--- src/rtl/demux1to4_n_pkg.sv ---
// Shared defaults for the 1-to-m registered demultiplexer.
// Instances override these through parameters.
package demux1to4_n_pkg;

  localparam int N_DEF       = 4;
  localparam int ADDRESS_DEF = 2;
  localparam int M_DEF       = 4;

endpackage

--- src/rtl/demux1to4_n_reg_slice.sv ---
// One-entry output register for a single demux channel.
// A load and a drain can happen together, which keeps the channel at one word per cycle.
module reg_slice_n #(
  parameter int n = 4
) (
  input  logic         clk_i,
  input  logic         rst_i,
  input  logic         load_i,
  input  logic [n-1:0] data_i,
  input  logic         ready_i,
  output logic         valid_o,
  output logic [n-1:0] data_o,
  output logic         can_acc_o
);

  logic         full;
  logic [n-1:0] data_q;

  // The slot can take a new word when it is empty or is being drained this cycle.
  assign can_acc_o = !full || ready_i;
  assign valid_o   = full;
  assign data_o    = data_q;

  // NOTE: sequential state uses non-blocking assignments so that every flop
  // samples the pre-edge values, whatever order the simulator runs blocks in.
  // NOTE: data_q is reset as well as full, because data_o must read 0 after reset.
  always_ff @(posedge clk_i or posedge rst_i) begin
    if (rst_i) begin
      full   <= 1'b0;
      data_q <= '0;
    end else if (load_i) begin
      full   <= 1'b1;
      data_q <= data_i;
    end else if (ready_i) begin
      full   <= 1'b0;
    end
  end

endmodule

--- src/rtl/demux1to4_n.sv ---
// Registered 1-to-m demultiplexer: one input stream steered to channel sel_i,
// each channel with its own one-entry register and valid/ready handshake.
module demux1to4_n
  import demux1to4_n_pkg::*;
#(
  parameter int n       = N_DEF,
  parameter int address = ADDRESS_DEF,
  parameter int m       = M_DEF
) (
  input  logic               clk_i,
  input  logic               rst_i,
  input  logic [n-1:0]       data_i,
  input  logic [address-1:0] sel_i,
  input  logic               valid_i,
  output logic               ready_o,
  output logic [n-1:0]       data_o [m],
  output logic [m-1:0]       valid_o,
  input  logic [m-1:0]       ready_i,
  output logic               err_o
);

  localparam int               num_sel = 1 << address;
  localparam logic [address:0] m_lim   = m[address:0];

  logic [m-1:0]       can_acc;
  logic [m-1:0]       load;
  logic [num_sel-1:0] can_acc_ext;
  logic               fire;
  logic               in_range;

  // Unused select codes read as "accepting" so out-of-range words are taken and dropped.
  // NOTE: every combinational output gets a default first, so no latch can be inferred.
  always_comb begin
    can_acc_ext        = '1;
    can_acc_ext[m-1:0] = can_acc;
  end

  assign ready_o  = can_acc_ext[sel_i];
  assign in_range = {1'b0, sel_i} < m_lim;
  assign fire     = valid_i && ready_o;

  always_comb begin
    load = '0;
    for (int k = 0; k < m; k++) begin
      load[k] = fire && (int'(sel_i) == k);
    end
  end

  for (genvar k = 0; k < m; k++) begin : g_slice
    reg_slice_n #(.n(n)) u_slice (
      .clk_i     (clk_i),
      .rst_i     (rst_i),
      .load_i    (load[k]),
      .data_i    (data_i),
      .ready_i   (ready_i[k]),
      .valid_o   (valid_o[k]),
      .data_o    (data_o[k]),
      .can_acc_o (can_acc[k])
    );
  end

  always_ff @(posedge clk_i or posedge rst_i) begin
    if (rst_i) begin
      err_o <= 1'b0;
    end else begin
      err_o <= fire && !in_range;
    end
  end

endmodule
--- config.mk ---
export PLATFORM = sky130hd
export DESIGN_NAME = demux1to4_n
export DESIGN_NICKNAME = d
export VERILOG_FILES = /design/src/rtl/demux1to4_n_pkg.sv /design/src/rtl/demux1to4_n_reg_slice.sv /design/src/rtl/demux1to4_n.sv
export SDC_FILE = /design/constraint.sdc
export NUM_CORES = 1
export LEC_CHECK = 0
export BUFFER_PORTS_ARGS = -buffer_cell sky130_fd_sc_hd__buf_2
export CAP_MARGIN = 40
export CORE_MARGIN = 8
export CORE_UTILIZATION = 43
export CTS_BUF_LIST = sky130_fd_sc_hd__clkbuf_2 sky130_fd_sc_hd__clkbuf_4 sky130_fd_sc_hd__clkbuf_8
export DETAILED_ROUTE_END_ITERATION = 8
export PLACE_DENSITY = 0.7
export SLEW_MARGIN = 15
export SYNTH_ARGS = -nofsm -noshare
export SYNTH_HDL_FRONTEND = slang
export SYNTH_HIERARCHICAL = 1
export SYNTH_SLANG_ARGS = --single-unit
export TNS_END_PERCENT = 30
--- constraint.sdc ---
create_clock -name clk_i -period 2.25 [get_ports clk_i]
set_clock_uncertainty 0.15 [all_clocks]
set_input_delay 0 -clock clk_i [delete_from_list [all_inputs] [get_ports clk_i]]
set_output_delay 0 -clock clk_i [all_outputs]
set_load 0.005 [all_outputs]
=== Word-level counts from Yosys, hierarchy flattened ===
Index checks and enable logic that the tools add are counted.

* Memories kept: 0
* Bits in latches: 0
* RAM bits: 0
* Output and inout bits: 22
* Bits in registers: 20
* Bits in read-only memories: 0

* Equality and inequality tests: 3
* $mul: 0
* Muxes and demuxes: 10
* Add/subtract/negate cells: 0
* Reductions and logical operators: 18
* Div/mod/pow operators: 0
* $lt $le $gt $ge: 1
* Shift operators: 0
* Bitwise gates (word level): 0

{| class="wikitable"
|+ Operators by type and width
! cell !! count
|-
| $mux 1 || 9
|-
| $reduce_bool 2->1 || 4
|-
| $logic_and 1x1->1 || 5
|-
| $eq 2x2->1 const B || 2
|-
| $logic_not 1->1 || 4
|-
| $logic_or 1x1->1 || 4
|-
| $lt 2x3->1 const B || 1
|-
| $bmux 1 s2 || 1
|-
| $eq 2x1->1 const B || 1
|-
| $logic_not 2->1 || 1
|}

=== Logic depth before layout (Yosys ltp) ===
Gate-level depths: netlist of the first run.

* Word-level depth: 7
* Mapped depth: 3
* Gate-level depth less buffers: 3

=== Hierarchy ===
The synthesis of the first run kept the hierarchy.

{| class="wikitable"
|+ Modules (own cells, without submodules)
! module !! area each (µm²) !! instances !! cells each
|-
| reg_slice_n || 186.4 || 4 || 12
|-
| demux1to4_n || 78.8 || 1 || 7
|}

=== Least setup slack after synthesis of the first run ===
Ideal clock, no wire load.

* Kind: reg2reg
* Start point: reg g_slice[0].u_slice.full
* End point: reg g_slice[0].u_slice.data_q[0]
* Stages on the path, launching flop included: 4
* Setup slack: 0.900 ns
* Library setup time: 0.125 ns
* Arrival time: 1.076 ns
* Period minus slack after synthesis: 1.350 ns
* Data required time: 1.975 ns
* Cell sequence: dfrtp_1 > nand2b_1 > and4bb_2 > mux2_2

* Word-level cells in the longest chain between the ends: 6

{| class="wikitable"
|+ RTL lines
! element !! line !! RTL
|-
| start: declaration || demux1to4_n_reg_slice.sv:16 || <nowiki>logic full;</nowiki>
|-
| start signal: assignment || demux1to4_n_reg_slice.sv:29 || <nowiki>full <= 1'b0;</nowiki>
|-
| start signal: assignment || demux1to4_n_reg_slice.sv:32 || <nowiki>full <= 1'b1;</nowiki>
|-
| start signal: assignment || demux1to4_n_reg_slice.sv:35 || <nowiki>full <= 1'b0;</nowiki>
|-
| $logic_not 1->1 || demux1to4_n_reg_slice.sv:20 || <nowiki>assign can_acc_o = !full || ready_i;</nowiki>
|-
| $logic_or 1x1->1 || demux1to4_n_reg_slice.sv:20 ||
|-
| named net can_acc[0] || demux1to4_n.sv:25 || <nowiki>logic [m-1:0] can_acc;</nowiki>
|-
| $bmux 1 s2 || demux1to4_n.sv:38 || <nowiki>assign ready_o = can_acc_ext[sel_i];</nowiki>
|-
| $mux 1 (not written as such) || demux1to4_n.sv:38 ||
|-
| $logic_and 1x1->1 || demux1to4_n.sv:40 || <nowiki>assign fire = valid_i && ready_o;</nowiki>
|-
| $logic_and 1x1->1 || demux1to4_n.sv:45 || <nowiki>load[k] = fire && (int'(sel_i) == k);</nowiki>
|-
| named net load[0] || demux1to4_n.sv:26 || <nowiki>logic [m-1:0] load;</nowiki>
|-
| end signal: assignment || demux1to4_n_reg_slice.sv:33 || <nowiki>data_q <= data_i;</nowiki>
|-
| end: declaration || demux1to4_n_reg_slice.sv:17 || <nowiki>logic [n-1:0] data_q;</nowiki>
|}

The timed path passes the listed nets, and every way through them passes these cells. The select of a mux whose other input is x is not followed.
A chain may end at the register's enable or synchronous reset.

=== Worst setup path in the final report of the first run ===
* Start point: in ready_i[3]
* End point: out ready_o

* Word-level cells in the longest chain between the ends: 3

{| class="wikitable"
|+ RTL lines
! element !! line !! RTL
|-
| start: declaration || demux1to4_n.sv:18 || <nowiki>input logic [m-1:0] ready_i,</nowiki>
|-
| $logic_or 1x1->1 || demux1to4_n_reg_slice.sv:20 ||
|-
| named net can_acc[3] || demux1to4_n.sv:25 ||
|-
| $bmux 1 s2 || demux1to4_n.sv:38 ||
|-
| $mux 1 (not written as such) || demux1to4_n.sv:38 ||
|-
| end: declaration || demux1to4_n.sv:15 || <nowiki>output logic ready_o,</nowiki>
|}

The timed path passes the listed nets, and every way through them passes these cells. The select of a mux whose other input is x is not followed.

==> results of run 1 <==
==> per-layer routing <==
| metal | GRT usage [%] | wire (um) | vias to the layer above |
|---|---|---|---|
| li1 | - | - | 280 |
| met4 | 6.12 | 22 | 0 |
| met2 | 18.9 | 951 | 23 |
| met5 | 0 | 0 | - |
| met1 | 14.0 | 792 | 287 |
| met3 | 3.44 | 125 | 4 |
==> cell type report <==
type	count	share of cell area (%)
clock buffers	3	2.00
repair buffers	42	22.6
inverters	4	1.33
flip-flops and latches	20	44.3
well taps	27	2.99
multi-input cells	30	26.7
==> flip-flops by register name, indices dropped and copies added, names as in the netlist <==
| register | cells |
|---|---|
| g_slice.u_slice/data_o | 16 |
| g_slice.u_slice/valid_o | 4 |
==> power by group <==
| part | internal, mW | total (mW) | switching [mW] |
|---|---|---|---|
| combinational | 0.117 | 0.194 | 0.0767 |
| sequential | 0.425 | 0.453 | 0.0286 |
| clock | 0.0623 | 0.163 | 0.101 |
==> worst max-delay path, cell delays in order <==
cell	delay, ps
dlygate4sd3_1	530
buf_2	120
nand2b_1	160
mux4_2	470
buf_2	140
==> metrics by stage <==
stage	std cells	total power, mW	hold slack (ps)	utilization [%]	instance area [um2]
2_1_floorplan	55	0.548	-371	-	825
3_3_place_gp	114	0.642	-207	54.0	1020
3_5_place_dp	114	0.649	-206	54.0	1020
4_1_cts	126	0.824	21.3	60.0	1130
5_1_grt	126	0.860	57.9	60.0	1130
6_report	126	0.810	30.1	60.0	1130
==> layout by cell type, fill, tap and decap left out <==
cell type / count
mux2_2: 16
conb_1: 1
and4b_2: 2
dfrtp_1: 20
and4bb_2: 1
dlygate4sd3_1: 9
buf_2: 33
inv_1: 4
mux4_2: 1
and4_2: 1
nand2b_1: 8
clkbuf_4: 3
==> cell families after synthesis <==
logic type             synth area share [%]
DFF                                    60.7
muxes                                  24.6
and+or+nand+nor                        11.5
buffers and inverters                  2.73
other                                 0.455
==> path summary, 6_finish.rpt <==
check	startpoint	end	slack [ps]	cells past startpoint
setup / recovery	ready_i[3]	ready_o	670	5
hold / removal	rst_i	g_slice[3].u_slice/data_o[3]	30	3
setup reg to reg	g_slice[0].u_slice/valid_o	g_slice[0].u_slice/data_o[1]	830	3
hold reg to reg	g_slice[2].u_slice/data_o[0]	g_slice[2].u_slice/data_o[0]	360	1
max in group asynchronous	rst_i	g_slice[0].u_slice/data_o[0]	1750	3
min in group clk_i	sel_i[0]	g_slice[3].u_slice/valid_o	100	3
==> flow_metrics.env, run 1 <==
export IMPL_grtUsageTotal_pct=11.9
export IMPL_antenna_found_initial=0
export IMPL_antenna_cells=0
export IMPL_clk_latency_ps=290
export IMPL_synth_edff_count=0
export IMPL_max_vdd_ir_drop_uv=439
export IMPL_period_minus_slack_ps=1580
export IMPL_synth_seq_area_share_pct=60.7
export IMPL_initial_utilization_pct=43.8
export IMPL_synth_async_reset_ratio_pct=100
export IMPL_nNetsFinal=114
export IMPL_synth_top_area_share_pct=60.7
export IMPL_yosysMostFrequentCell="dfrtp_1"
export IMPL_drc=0
export IMPL_cts_tree="done"
export IMPL_grt_start_max_net_pins=11
export IMPL_critPathKind="in -> out"
export IMPL_cts_made_buffers=3
export IMPL_setup_slack_ps=672
export IMPL_final_seq_area_um2=500
export IMPL_power_density_nw_per_um2=718
export IMPL_gp_congestion=0.693
export IMPL_finalMaxSlewViolations=0
export IMPL_grt_remaining_overflow=0
export IMPL_portBuffers=33
export IMPL_status="finished, final reports clean"
export IMPL_cts_buffer_depth=2
export IMPL_p_leak_nw=0.562
export IMPL_path_clk_slew_ps=110
export IMPL_cts_resized=0
export IMPL_vias_per_cell=4.71
export IMPL_area_growth_pct=36.9
export IMPL_cts_hold_buf=9
export IMPL_firstDrtPassIters=4
export IMPL_clock_sinks=20
export IMPL_ys_top_cells_by_area="dfrtp_1, mux2_2, nand2b_1"
export IMPL_wirelength_mm=1.89
export IMPL_endpoint_kind="output port"
export IMPL_syn_area_um2=825
export IMPL_synth_commonest_cells="dfrtp_1, mux2_2, nand2b_1, inv_1, and4b_2"
export IMPL_yosysWarnings=6
export IMPL_syn_nets=68
export IMPL_yosysTopAreaCell="dfrtp_1"
export IMPL_arrival_ps=1430
export IMPL_dp_hpwl_mm=1.44
export IMPL_place_ws_ps=843
export IMPL_routedWlPerCell_um=15.0
export IMPL_clockRootBuffer="clkbuf_4"
export IMPL_rsz0062_at_grt="false"
export IMPL_row_count=16
export IMPL_fillCellCount=202
export IMPL_required_ps=2100
export IMPL_die_h_um=59.8
export IMPL_coreArea_um2=1880
export IMPL_die_width_um=59.8
export IMPL_drive_above_1_share_pct=57.6
export IMPL_hp_class="in -> async"
export IMPL_synth_seq_cells=20
export IMPL_grt_pass1_wl_mm=3.17
export IMPL_setup_viol=0
export IMPL_drtIter0Drc=3
export IMPL_ios=35
export IMPL_fmax_ghz=0.634
export IMPL_yosys_most_used_dff="dfrtp_1"
export IMPL_cts_setup_buffers=0
export IMPL_finalHoldViolCount=0
export IMPL_multi_input_comb_area_um2=302
export IMPL_dieArea_um2=3570
export IMPL_netlist_instances=55
export IMPL_htreeDepth=1
export IMPL_vias=594
export IMPL_maxCapViolCount=0
export IMPL_fin_tns_setup_ps=0
export IMPL_fin_crit_sh_pct=70.2
export IMPL_avgSynthCellArea_um2=15.0
export IMPL_ys_types=10
export IMPL_worstPathMaxFanout=3
export IMPL_cp_start_kind="input port"
export IMPL_grt_pass1_vias=672
export IMPL_drtAntennaViolNets=0
(Power assumes the default switching activity.)
==> inputs of run 2 (changes only) <==
==> constraint.sdc (replaced) <==
create_clock -name clk_i -period 1.6 [get_ports clk_i]
set_clock_uncertainty 0.15 [all_clocks]
set_input_delay 0 -clock clk_i [delete_from_list [all_inputs] [get_ports clk_i]]
set_output_delay 0 -clock clk_i [all_outputs]
set_load 0.005 [all_outputs]
==> run 2 against run 1 <==
Effect of this change:
- cell count stayed put
- sequential share of layout area fell by 0.87 points
- setup slack worse by 630 ps
- critical endpoint unchanged
- largest cell class unchanged
- highest routed layer unchanged
==> flow_metrics.env, run 2 (synthesis gave the netlist of run 1 again) <==
export IMPL_setup_viol=0
export IMPL_maxCapViolCount=0
export IMPL_nNetsFinal=114
export IMPL_cp_start_kind="input port"
export IMPL_p_comb_share_pct=24.2
export IMPL_grt_pass1_vias=672
export IMPL_initial_utilization_pct=43.8
export IMPL_grt_pass1_wl_mm=3.17
export IMPL_max_vdd_ir_drop_uv=617
export IMPL_p_seq_share_pct=55.8
export IMPL_clk_latency_ps=290
export IMPL_finalHoldViolCount=0
export IMPL_power_density_nw_per_um2=1000
export IMPL_clock_sinks=20
export IMPL_firstDrtPassIters=4
export IMPL_period_minus_slack_ps=1560
export IMPL_fillCellCount=196
export IMPL_fin_total_pwr_mw=1.15
export IMPL_hp_class="in -> async"
export IMPL_portBuffers=33
export IMPL_p_clk_share_pct=20.0
export IMPL_p_leak_nw=0.579
export IMPL_endpoint_kind="output port"
export IMPL_path_clk_slew_ps=100
export IMPL_fin_tns_setup_ps=0
export IMPL_cts_made_buffers=3
export IMPL_stdcell_area_um2=1150
export IMPL_vias=601
export IMPL_coreArea_um2=1880
export IMPL_r2r_start="g_slice[1].u_slice/valid_o"
export IMPL_rsz0062_at_grt="false"
export IMPL_cts_tree="done"
export IMPL_row_count=16
export IMPL_cp_startpoint="ready_i[2]"
export IMPL_intPower_uw=855
export IMPL_largest_reg_flops=16
export IMPL_drive_above_1_share_pct=60.6
export IMPL_routedWlPerCell_um=15.4
export IMPL_placed_cell_area_um2=1020
export IMPL_drtAntennaViolNets=0
export IMPL_cts_setup_buffers=0
export IMPL_final_common_cell="buf_2"
export IMPL_htreeDepth=1
export IMPL_final_cell_mix="buf_2, dfrtp_1, mux2_2"
export IMPL_clockRootBuffer="clkbuf_4"
export IMPL_status="finished, final reports clean"
export IMPL_die_width_um=59.8
export IMPL_p_sw_share_pct=25.8
export IMPL_required_ps=1450
export IMPL_fmax_ghz=0.643
export IMPL_place_inst=114
export IMPL_antenna_found_initial=0
export IMPL_final_util_pct=61.2
export IMPL_cts_buffer_depth=2
export IMPL_r2r_cells=3
export IMPL_antenna_cells=0
export IMPL_grt_remaining_overflow=0
export IMPL_fin_crit_sh_pct=97.2
export IMPL_arrival_ps=1410
export IMPL_critPathKind="in -> out"
export IMPL_fin_cells=126
export IMPL_area_growth_pct=39.6
export IMPL_grt_start_max_net_pins=11
export IMPL_dieArea_um2=3570
export IMPL_vias_per_cell=4.77
export IMPL_switchingPower_uw=296
export IMPL_gp_congestion=0.693
export IMPL_finalMaxSlewViolations=0
export IMPL_worstPathMaxFanout=3
export IMPL_grtUsageTotal_pct=11.9
export IMPL_dp_hpwl_mm=1.44
export IMPL_ios=35
export IMPL_drtIter0Drc=7
export IMPL_drc=0
export IMPL_wirelength_mm=1.94
export IMPL_die_h_um=59.8
run 2: cell counts in the layout (fill, tap and decap cells not counted):
No cell type changed its count.
run 2: stage by stage:
| stage | hold slack, ps | worst slack, ps |
|---|---|---|
| 2_1_floorplan | -371 | 250 |
| 3_3_place_gp | -207 | 205 |
| 3_5_place_dp | -206 | 193 |
| 4_1_cts | 21.3 | 11.7 |
| 5_1_grt | 58.4 | 10.2 |
| 6_report | 30.3 | 44.8 |
run 2: final cells by class:
class	instances	area (um2)	area share [%]
flip-flops and latches	20	500	43.5
clock buffers	3	22.5	1.96
inverters	4	15.0	1.30
multi-input cells	30	324	28.2
well taps	27	33.8	2.93
repair buffers	42	255	22.2
run 2: path summary, 6_finish.rpt:
kind	endpoint	slack, ps
min	g_slice[3].u_slice/valid_o	30
max	ready_o	40
min in group clk_i	g_slice[3].u_slice/valid_o	90
max in group asynchronous	g_slice[1].u_slice/data_o[3]	1100
max reg2reg	g_slice[1].u_slice/data_o[3]	190
min reg2reg	g_slice[3].u_slice/data_o[1]	360
run 2: timing repair:
item                                    in CTS  in global routing
endpoints found under the setup margin       0                  1
endpoints found under the hold margin       40                  0
gates resized for setup                      0                  3
hold buffers                                 9                  0
run 2: power by group through the flow:
stage	registers (mW)	logic, mW	clock network (mW)
4_1_cts	0.640	0.280	0.238
6_report	0.642	0.279	0.231
3_5_place_dp	0.651	0.262	0
2_1_floorplan	0.660	0.111	0
3_3_place_gp	0.647	0.256	0
5_1_grt	0.657	0.309	0.253
run 2: metal layers:
layer	global-route usage (%)	part of all wire, %	vias up
met1	14.0	42	294
met2	18.9	50	23
met3	3.44	7.0	4
li1	-	-	280
met4	6.12	1.3	0
met5	0	0	-
run 2: critical path, cell delays in order:
cell and delay, ps:
dlygate4sd3_1 530, buf_2 110, nand2b_1 160, mux4_2 460, buf_2 140
==> inputs of run 3 (changes only) <==
--- a/config.mk
+++ b/config.mk
@@ -11,7 +11,7 @@
 export CORE_UTILIZATION = 43
 export CTS_BUF_LIST = sky130_fd_sc_hd__clkbuf_2 sky130_fd_sc_hd__clkbuf_4 sky130_fd_sc_hd__clkbuf_8
 export DETAILED_ROUTE_END_ITERATION = 8
-export PLACE_DENSITY = 0.7
+export PLACE_DENSITY = 0.73
 export SLEW_MARGIN = 15
 export SYNTH_ARGS = -nofsm -noshare
 export SYNTH_HDL_FRONTEND = slang
==> run 3 against run 2 <==
Effect of this change:
- count of clock-buffer cells in the layout up 1
- design area up 1.8%
- hold slack worse by 9.0 ps
- die area unchanged
- sequential cell count unchanged
- total power up 5.0%
- maximum frequency up 0.12%
- first-iteration DRC count down 57%
- critical path depth unchanged
- cell count up 0.79%
- highest routed layer unchanged
- core utilization up 1.1 points
- largest cell class unchanged
==> flow_metrics.env, run 3 (synthesis gave the netlist of run 1 again) <==
export IMPL_final_cell_mix="buf_2, dfrtp_1, mux2_2"
export IMPL_max_vdd_ir_drop_uv=785
export IMPL_required_ps=1450
export IMPL_status="finished, final reports clean"
export IMPL_row_count=16
export IMPL_drc=0
export IMPL_fmax_ghz=0.644
export IMPL_p_comb_share_pct=23.1
export IMPL_switchingPower_uw=301
export IMPL_dieArea_um2=3570
export IMPL_cts_made_buffers=3
export IMPL_fin_tns_setup_ps=0
export IMPL_arrival_ps=1400
export IMPL_rsz0062_at_grt="false"
export IMPL_p_seq_share_pct=53.4
export IMPL_largest_reg_flops=16
export IMPL_intPower_uw=907
export IMPL_critPathKind="in -> out"
export IMPL_met3_usage_pct=3.66
export IMPL_coreArea_um2=1880
export IMPL_portBuffers=33
export IMPL_routedWlPerCell_um=15.4
export IMPL_dp_hpwl_mm=1.47
export IMPL_clockRootBuffer="clkbuf_4"
export IMPL_grt_pass1_wl_mm=3.20
export IMPL_nNetsFinal=114
export IMPL_grtUsageTotal_pct=12.0
export IMPL_gr_usage_met1_pct=14.2
export IMPL_finalMaxSlewViolations=0
export IMPL_grt_pass1_vias=679
export IMPL_clock_sinks=20
export IMPL_p_sw_share_pct=25.0
export IMPL_use_met2_pct=19.5
export IMPL_clk_latency_ps=290
export IMPL_vias=595
export IMPL_hp_class="in -> async"
export IMPL_fin_crit_sh_pct=97.1
export IMPL_p_clk_share_pct=23.5
export IMPL_p_leak_nw=0.591
export IMPL_period_minus_slack_ps=1550
export IMPL_endpoint_kind="output port"
export IMPL_fillCellCount=174
export IMPL_htreeDepth=1
export IMPL_r2r_start="g_slice[3].u_slice/valid_o"
export IMPL_stdcell_area_um2=1170
export IMPL_ios=35
export IMPL_worstPathMaxFanout=3
export IMPL_drtAntennaViolNets=0
export IMPL_area_growth_pct=42.2
export IMPL_path_clk_slew_ps=110
export IMPL_power_density_nw_per_um2=1030
export IMPL_cp_start_kind="input port"
export IMPL_cts_buffer_depth=2
export IMPL_die_width_um=59.8
export IMPL_antenna_cells=0
export IMPL_drive_above_1_share_pct=62.0
export IMPL_gp_congestion=0.654
export IMPL_antenna_found_initial=0
export IMPL_wirelength_mm=1.95
export IMPL_cp_startpoint="ready_i[3]"
export IMPL_r2r_cells=3
export IMPL_grt_start_max_net_pins=12
export IMPL_final_common_cell="buf_2"
export IMPL_maxCapViolCount=0
export IMPL_placed_cell_area_um2=1020
export IMPL_firstDrtPassIters=4
export IMPL_top_usage_layer="met2"
export IMPL_setup_viol=0
export IMPL_cts_tree="done"
export IMPL_vias_per_cell=4.69
export IMPL_die_h_um=59.8
export IMPL_drtIter0Drc=3
export IMPL_initial_utilization_pct=43.8
export IMPL_grt_remaining_overflow=0
export IMPL_finalHoldViolCount=0
-- run 3: changes by cell type in the layout (fill, tap and decap cells not counted), sizes merged --
cell    before  now
clkbuf       3    4
-- run 3: timing repair --
action                                  4_1_cts  5_1_grt
hold endpoints to repair                     40        0
resized for setup                             0        4
hold buffers                                  9        0
setup buffers                                 0        0
endpoints found under the setup margin        0        1
-- run 3: metal layers --
metal / wire length, um / vias to the layer above / share of wire [%]
met5: 0 / - / 0
met4: 12 / 0 / 0.61
met3: 138 / 2 / 7.1
met2: 967 / 22 / 49
met1: 834 / 292 / 43
li1: - / 279 / -
-- run 3: metrics by stage --
| stage | power, mW | utilization [%] | hold WS, ps | std cells | setup slack (ps) |
|---|---|---|---|---|---|
| 5_1_grt | 1.28 | 62.3 | 28.9 | 127 | 8.22 |
| 3_3_place_gp | 0.903 | 54.0 | -211 | 114 | 205 |
| 2_1_floorplan | 0.771 | - | -371 | 55 | 250 |
| 3_5_place_dp | 0.913 | 54.0 | -206 | 114 | 190 |
| 4_1_cts | 1.21 | 60.7 | 5.65 | 127 | 16.5 |
| 6_report | 1.21 | 62.3 | 21.4 | 127 | 46.6 |
-- run 3: critical path, stage by stage --
cell and delay [ps]:
dlygate4sd3_1 530, buf_2 130, nand2b_4 140, mux4_2 460, buf_2 150
-- run 3: worst paths after layout --
check | endpoint | slack, ps
worst max-delay path | ready_o | 50
worst min-delay path | g_slice[2].u_slice/data_o[1] | 20
worst max register to register | g_slice[3].u_slice/data_o[2] | 180
worst min register to register | g_slice[1].u_slice/data_o[0] | 360
max in group asynchronous | g_slice[1].u_slice/data_o[3] | 1100
min in group clk_i | g_slice[3].u_slice/valid_o | 100
-- run 3: area by class of cell --
type                       instances  area [um2]  area share, %
clock buffer                       4        36.3           3.09
sequential                        20         500           42.7
timing repair buffer              42         255           21.8
inverter                           4        15.0           1.28
tap                               27        33.8           2.88
multi-input combinational         30         332           28.3
-- run 3: power groups by stage --
stage	sequential [mW]	clock, mW	combinational (mW)
2_1_floorplan	0.660	0	0.111
3_3_place_gp	0.646	0	0.257
3_5_place_dp	0.652	0	0.262
4_1_cts	0.642	0.293	0.280
5_1_grt	0.659	0.315	0.309
6_report	0.646	0.284	0.279
